===== config.mk =====
export PLATFORM = sky130hd
export DESIGN_NAME = h3_decode_pipe_15_11
export DESIGN_NICKNAME = d
export VERILOG_FILES = /design/src/rtl/h3_decode_pipe_15_11.sv
export SDC_FILE = /design/constraint.sdc
export NUM_CORES = 1
export LEC_CHECK = 0
export ABC_CLOCK_PERIOD_IN_PS = 6100
export CAP_MARGIN = 10
export CORE_MARGIN = 8
export CORE_UTILIZATION = 55
export CTS_BUF_LIST = sky130_fd_sc_hd__clkbuf_4
export CTS_CLUSTER_SIZE = 30
export DETAILED_ROUTE_END_ITERATION = 7
export PLACE_DENSITY = 0.83
export SLEW_MARGIN = 15
export SYNTH_ARGS = -nofsm -noshare
export SYNTH_HDL_FRONTEND = slang
export SYNTH_SLANG_ARGS = --single-unit

===== constraint.sdc =====
create_clock -name clk_i -period 6.1 [get_ports clk_i]
set_input_delay 1.83 -clock clk_i [delete_from_list [all_inputs] [get_ports clk_i]]
set_output_delay 1.83 -clock clk_i [all_outputs]
set_load 0.05 [all_outputs]

===== src/rtl/h3_decode_pipe_15_11.sv =====
// Two-stage, flow-controlled Hamming(15,11) single-error-correcting decode pipe
// with a saturating corrected-word counter and sticky flag for slow control.

module h3_correct_15_11 (
    input  logic [14:0] code_i,
    output logic [14:0] code_o,
    output logic        sec_o
);
    logic [3:0]  syn;
    logic [14:0] flip;

    // Syndrome is the XOR of the 1-based positions of all set bits
    always_comb begin
        syn = 4'd0;
        for (int unsigned p = 1; p <= 15; p++) begin
            if (code_i[p-1]) syn = syn ^ 4'(p);
        end
    end

    assign sec_o  = (syn != 4'd0);
    assign flip   = sec_o ? (15'(1) << (syn - 4'd1)) : 15'd0;
    assign code_o = code_i ^ flip;
endmodule

module h3_decode_pipe_15_11 #(
    parameter int unsigned N     = 15,
    parameter int unsigned K     = 11,
    parameter int unsigned CNT_W = 16
) (
    input  logic             clk_i,
    input  logic             rst_n_i,
    input  logic             in_valid_i,
    output logic             in_ready_o,
    input  logic [N-1:0]     in_data_i,
    output logic             out_valid_o,
    input  logic             out_ready_i,
    output logic [K-1:0]     out_data_o,
    output logic             out_sec_o,
    input  logic             clear_cnt_i,
    output logic [CNT_W-1:0] sec_count_o,
    output logic             sec_sticky_o
);
    logic             s1_valid_q, s2_valid_q, s2_sec_q;
    logic [N-1:0]     s1_data_q;
    logic [K-1:0]     s2_data_q;
    logic [CNT_W-1:0] cnt_q, cnt_d;
    logic             sticky_q, sticky_d;

    logic             s2_free, s1_adv, in_fire, out_fire;
    logic [N-1:0]     corr;
    logic             corr_sec;
    logic [K-1:0]     info;

    h3_correct_15_11 u_correct (
        .code_i (s1_data_q),
        .code_o (corr),
        .sec_o  (corr_sec)
    );

    // Drop parity positions 1,2,4,8; keep positions 3,5,6,7,9..15
    assign info = {corr[14], corr[13], corr[12], corr[11], corr[10], corr[9],
                   corr[8], corr[6], corr[5], corr[4], corr[2]};

    assign s2_free    = !s2_valid_q || out_ready_i;
    assign s1_adv     = s1_valid_q && s2_free;
    assign in_ready_o = !s1_valid_q || s2_free;
    assign in_fire    = in_valid_i && in_ready_o;
    assign out_fire   = s2_valid_q && out_ready_i;

    always_ff @(posedge clk_i or negedge rst_n_i) begin
        if (!rst_n_i) begin
            s1_valid_q <= 1'b0;
            s1_data_q  <= '0;
            s2_valid_q <= 1'b0;
            s2_data_q  <= '0;
            s2_sec_q   <= 1'b0;
        end else begin
            s1_valid_q <= in_fire || (s1_valid_q && !s1_adv);
            if (in_fire) s1_data_q <= in_data_i;
            if (s1_adv) begin
                s2_valid_q <= 1'b1;
                s2_data_q  <= info;
                s2_sec_q   <= corr_sec;
            end else if (out_fire) begin
                s2_valid_q <= 1'b0;
            end
        end
    end

    // Clear wins over a same-cycle SEC delivery; counter saturates
    always_comb begin
        cnt_d    = cnt_q;
        sticky_d = sticky_q;
        if (clear_cnt_i) begin
            cnt_d    = '0;
            sticky_d = 1'b0;
        end else if (out_fire && s2_sec_q) begin
            sticky_d = 1'b1;
            if (cnt_q != {CNT_W{1'b1}}) cnt_d = cnt_q + CNT_W'(1);
        end
    end

    always_ff @(posedge clk_i or negedge rst_n_i) begin
        if (!rst_n_i) begin
            cnt_q    <= '0;
            sticky_q <= 1'b0;
        end else begin
            cnt_q    <= cnt_d;
            sticky_q <= sticky_d;
        end
    end

    assign out_valid_o  = s2_valid_q;
    assign out_data_o   = s2_data_q;
    assign out_sec_o    = s2_sec_q;
    assign sec_count_o  = cnt_q;
    assign sec_sticky_o = sticky_q;
endmodule


* After elaboration in Yosys (flattened, before gate mapping)
Cells that the tools add are included.
** Word-level totals
- Flip-flop bits (word level) :: 46
- Input bits :: 20
- Output and inout bits :: 31
- Word-level logic and storage cells :: 65
** Operators by class
- Add/sub/neg operators :: 2
- Equal/unequal tests :: 1
- Shifts and indexed selects :: 1
- Muxes and demuxes :: 23
- Bitwise operators :: 15
- Reductions and logical operators :: 16
** Operators by type and width (count)
- 16-bit 2-to-1 mux :: 3
- 4-bit 2-to-1 mux :: 8
- 16-bit by 1-bit adder with 16-bit output (second input constant) :: 1
- 16-bit != test (second input constant) :: 1
- 15-bit 2-to-1 mux :: 1
- 1-bit by 4-bit << shifter with 15-bit output (first input constant) :: 1
- 15-bit XOR :: 1
- 3-bit 2-to-1 mux :: 4
- 2-bit NOT :: 6
- 3-bit NOT :: 4
- 2-bit nonzero test :: 3
- 1-bit logical AND :: 5
- 1-bit 2-to-1 mux :: 5
- 2-bit 2-to-1 mux :: 2
- 4-bit NOT :: 1
- 4-bit nonzero test :: 1
- 4-bit by 1-bit subtractor with 4-bit output (second input constant) :: 1
- 1-bit logical NOT :: 3
- 1-bit logical OR :: 3
- 1-bit NOT (first input constant) :: 3
- 2-bit AND reduction :: 1

* Depth between registers and ports, before layout
- Word-level depth :: 30
- Mapped depth :: 6

* Cells and area by module
From an unflattened synthesis, not the netlist that was laid out.
** Second synthesis, totals
- Cell total of the unflattened synthesis :: 243
- Area, all modules :: 2617.5 um2
** Modules (own cells, without submodules)
- h3_decode_pipe_15_11 :: instances 1, cells an instance 168, area each 2050.7 um2, seq. area each 1151.1 um2
- h3_correct_15_11 :: instances 1, cells an instance 75, area each 566.8 um2, seq. area each 0.0 um2

* Worst setup path after synthesis
Ideal clock, no wire load.
- Path type :: input-to-output
- From :: input out_ready_i
- To :: output in_ready_o
- Data arrival time :: 2.319 ns
- Required time :: 4.270 ns
- Setup slack :: 1.951 ns
- Stages :: 1
- Path buffers :: 0
- Path through :: nand3b_1
** Between the ends
- Word-level cells in the longest chain between the ends :: 2
** Ends and longest elaborated chain
- start, declared :: RTL line 36 : input logic out_ready_i,
- 1-bit logical OR :: RTL line 64 : assign s2_free = !s2_valid_q || out_ready_i;
- 1-bit logical OR :: RTL line 66 : assign in_ready_o = !s1_valid_q || s2_free;
- end, declared :: RTL line 33 : output logic in_ready_o,
No other way between the ends.

* Worst setup path in the final report
Same ends and word-level chain as after synthesis.

==> metrics <==
Syn Nets=281; max_slew headroom=33.2%; Worst Hold Launch=sec_sticky_o; I/O Pins=51; final slew viol count=0; Crit Path Class=in -> out; post-route setup TNS=0 ns; total power=1.35 mW; Yosys top cell area share=between 40% and 50%; number of global-route vias before repair=2210; Post-synth EDFFs=0; Critical Path Source Type=input port; cells after synthesis=260; Hold WC Path Type=reg -> reg; FF+latch area=1150 um2; Peak VDD IR=roughly 210 uV; Final period util=84.8%; core area=4690 um2; multi-input logic area=1430 um2; Int Power=0.702 mW; grt ovf=0; Final Core Density=69.0%; cell area after layout=3240 um2; final setup fails=0; synth unique cells=39; pre-CTS setup slack=0.938 ns; Clk pwr share=13.3%; Initial Utilization=a little under three fifths; worst-path maximum fanout=4; Die ar.=7300 um2; Flop pwr share=31.4%; Main synth FF type=dfrtp_1; Detailed Place HPWL=4500 um; Global Route Usage Sum=between 15 and 20%; TritonRoute pass-1 iters=5; DRC=0; Layout Nets=327; asr flop ratio synth=100%; Comb pwr share=55.3%; Critical Path Sink Type=output pin; minimum clock period=slightly above 5 ns; routability cong.=0.854; Synth top cells by count=dfrtp_1, nor2_1, xnor2_1; clock latency reported for the late side of the worst-skew pair=0.36 ns; reg2reg end=out_data_o[1]; Max clock buf depth=2; clock sink count=between 40 and 50; routed wire length=between 6000 and 7000 um; clock slew at reported path FFs=0.13 ns; top area cells in the synthesized netlist=dfrtp_1, xnor2_1, mux2_2, nor2_1, nand3_1; most common cell in the netlist=dfrtp_1; first-pass GRT wire length=between 10000 and 15000 um; Max Freq=0.193 GHz; worst-margin pin slew=1.00 ns; max cap viols=0; placed cell area=between 3000 and 4000 um2; PostCTS Resize Cnt=0; Area Growth Syn to Fin=22.0%; Setup Skew=0.00618 ns; cell area after synthesis=2650 um2; via count=~2300; Leak=1.26 nW; Filler Cells Inserted=360; CTS tree=built; CTS buffer count=5; cell accounting for the most synthesized area=dfrtp_1; Synth Area per Inst=10.2 um2; Pwr Density=417 nW/um2; WHS Path Cells=2; CP arrival=3.34 ns; cell row count=25; final worst setup slack=approximately 0.93 ns; hold path endpoint=sec_sticky_o; R2R depth=5; antenna-violating nets left=0; switching part of the total=48.0%; synth warn=0; Worst R2R Setup Slack=approximately 3.8 ns; via/cell ratio=~6.3; Synth Register Bits=46; Psw=0.647 mW; root buffer cell=clkbuf_4; chip width=85.5 um; data required time of the critical path=4.27 ns; post-CTS setup buffer count=0; die height=roughly 85 um; initial antenna violation count=1; routed len/inst=17.4 um; largest net degree at the start of global routing=47; PortBufs=50; H-tree depth=2; RSZ-0062 raised after global routing=no; Hold Buf Count CTS=0; reg-to-reg critical path startpoint=s1_data_q[12]; final hold vios=0; status=finished, final reports clean; share of layout cells above drive strength 1=10.5%; Seq/Total Area, Yosys=between 40% and 50%; 1st-iter DRT viols=241
-- metrics by stage --
stage	hold slack (ns)	std cells
global placement	0.482	353
finish	0.511	361
floorplan	0.500	260
CTS	0.520	360
detailed placement	0.489	353
global route	0.539	361
-- per-layer routing --
layer	global-route usage (%)	vias up	part of all wire, %	routed length (um)
met3	5.12	8	7.7	483
met1	21.9	1099	42	2640
met4	8.92	0	2.1	129
li1	-	1054	-	-
met2	27.4	108	48	3020
met5	0	-	0	0
-- layout make-up --
class / instances / share of cell area [%]
Antenna cell: 1 / 0.0773
Clock buffer: 5 / 1.16
Clock inverter: 2 / 1.04
Inverter: 4 / 0.464
Multi-Input combinational cell: 198 / 44.1
Sequential cell: 46 / 35.6
Tap cell: 54 / 2.09
Timing Repair Buffer: 51 / 15.5
-- cells by family after synthesis --
kind of cell / synth area share [%]
AO/OA/AOI/OAI: 13.1
buffers and inverters: 2.88
AND/OR/NAND/NOR: 18.4
multiplexers: 7.12
flip-flops: 43.4
XOR/XNOR: 14.7
adder cells (fa/ha/maj): 0.471
-- layout by cell type, fill, tap and decap left out, types with 4 or more instances in the layout --
master,instances
clkdlybuf4s50_1,49
dfrtp_1,46
nor2_1,28
xnor2_1,21
nand3_1,20
mux2_2,15
nand2_1,12
and3_1,11
nor3_1,10
o2111ai_1,10
a32oi_1,10
a211oi_1,9
o21ai_1,8
xor2_1,5
clkbuf_4,5
nand2b_1,4
a21oi_1,4
nand4_1,4
inv_1,4
-- power by group through the flow --
stage	combinational (mW)	clock, mW	sequential (mW)
6_report	0.746	0.179	0.424
5_1_grt	0.792	0.197	0.431
4_1_cts	0.742	0.184	0.423
3_5_place_dp	0.739	0	0.429
3_3_place_gp	0.726	0	0.427
2_1_floorplan	0.410	0	0.571
-- worst max-delay path: stages --
cell,delay [ns]
clkdlybuf4s50_1,0.50
nand3b_1,0.17
clkdlybuf4s50_1,0.84
-- state kept, by name, indices dropped and copies added (netlist names) --
register	count
out_sec_o	1
out_data_o	11
sec_count_o	16
s1_valid_q	1
sec_sticky_o	1
s1_data_q	15
out_valid_o	1
-- how the worst max path moves through the flow --
stage,slack (ns),from,end
final,0.93,out_ready_i,in_ready_o
after CTS,0.93,out_ready_i,in_ready_o
after detailed placement,0.94,out_ready_i,in_ready_o
after global routing,0.88,out_ready_i,in_ready_o
after global placement,0.93,out_ready_i,in_ready_o
after floorplan,1.95,out_ready_i,in_ready_o
(Power assumes the default switching activity.)
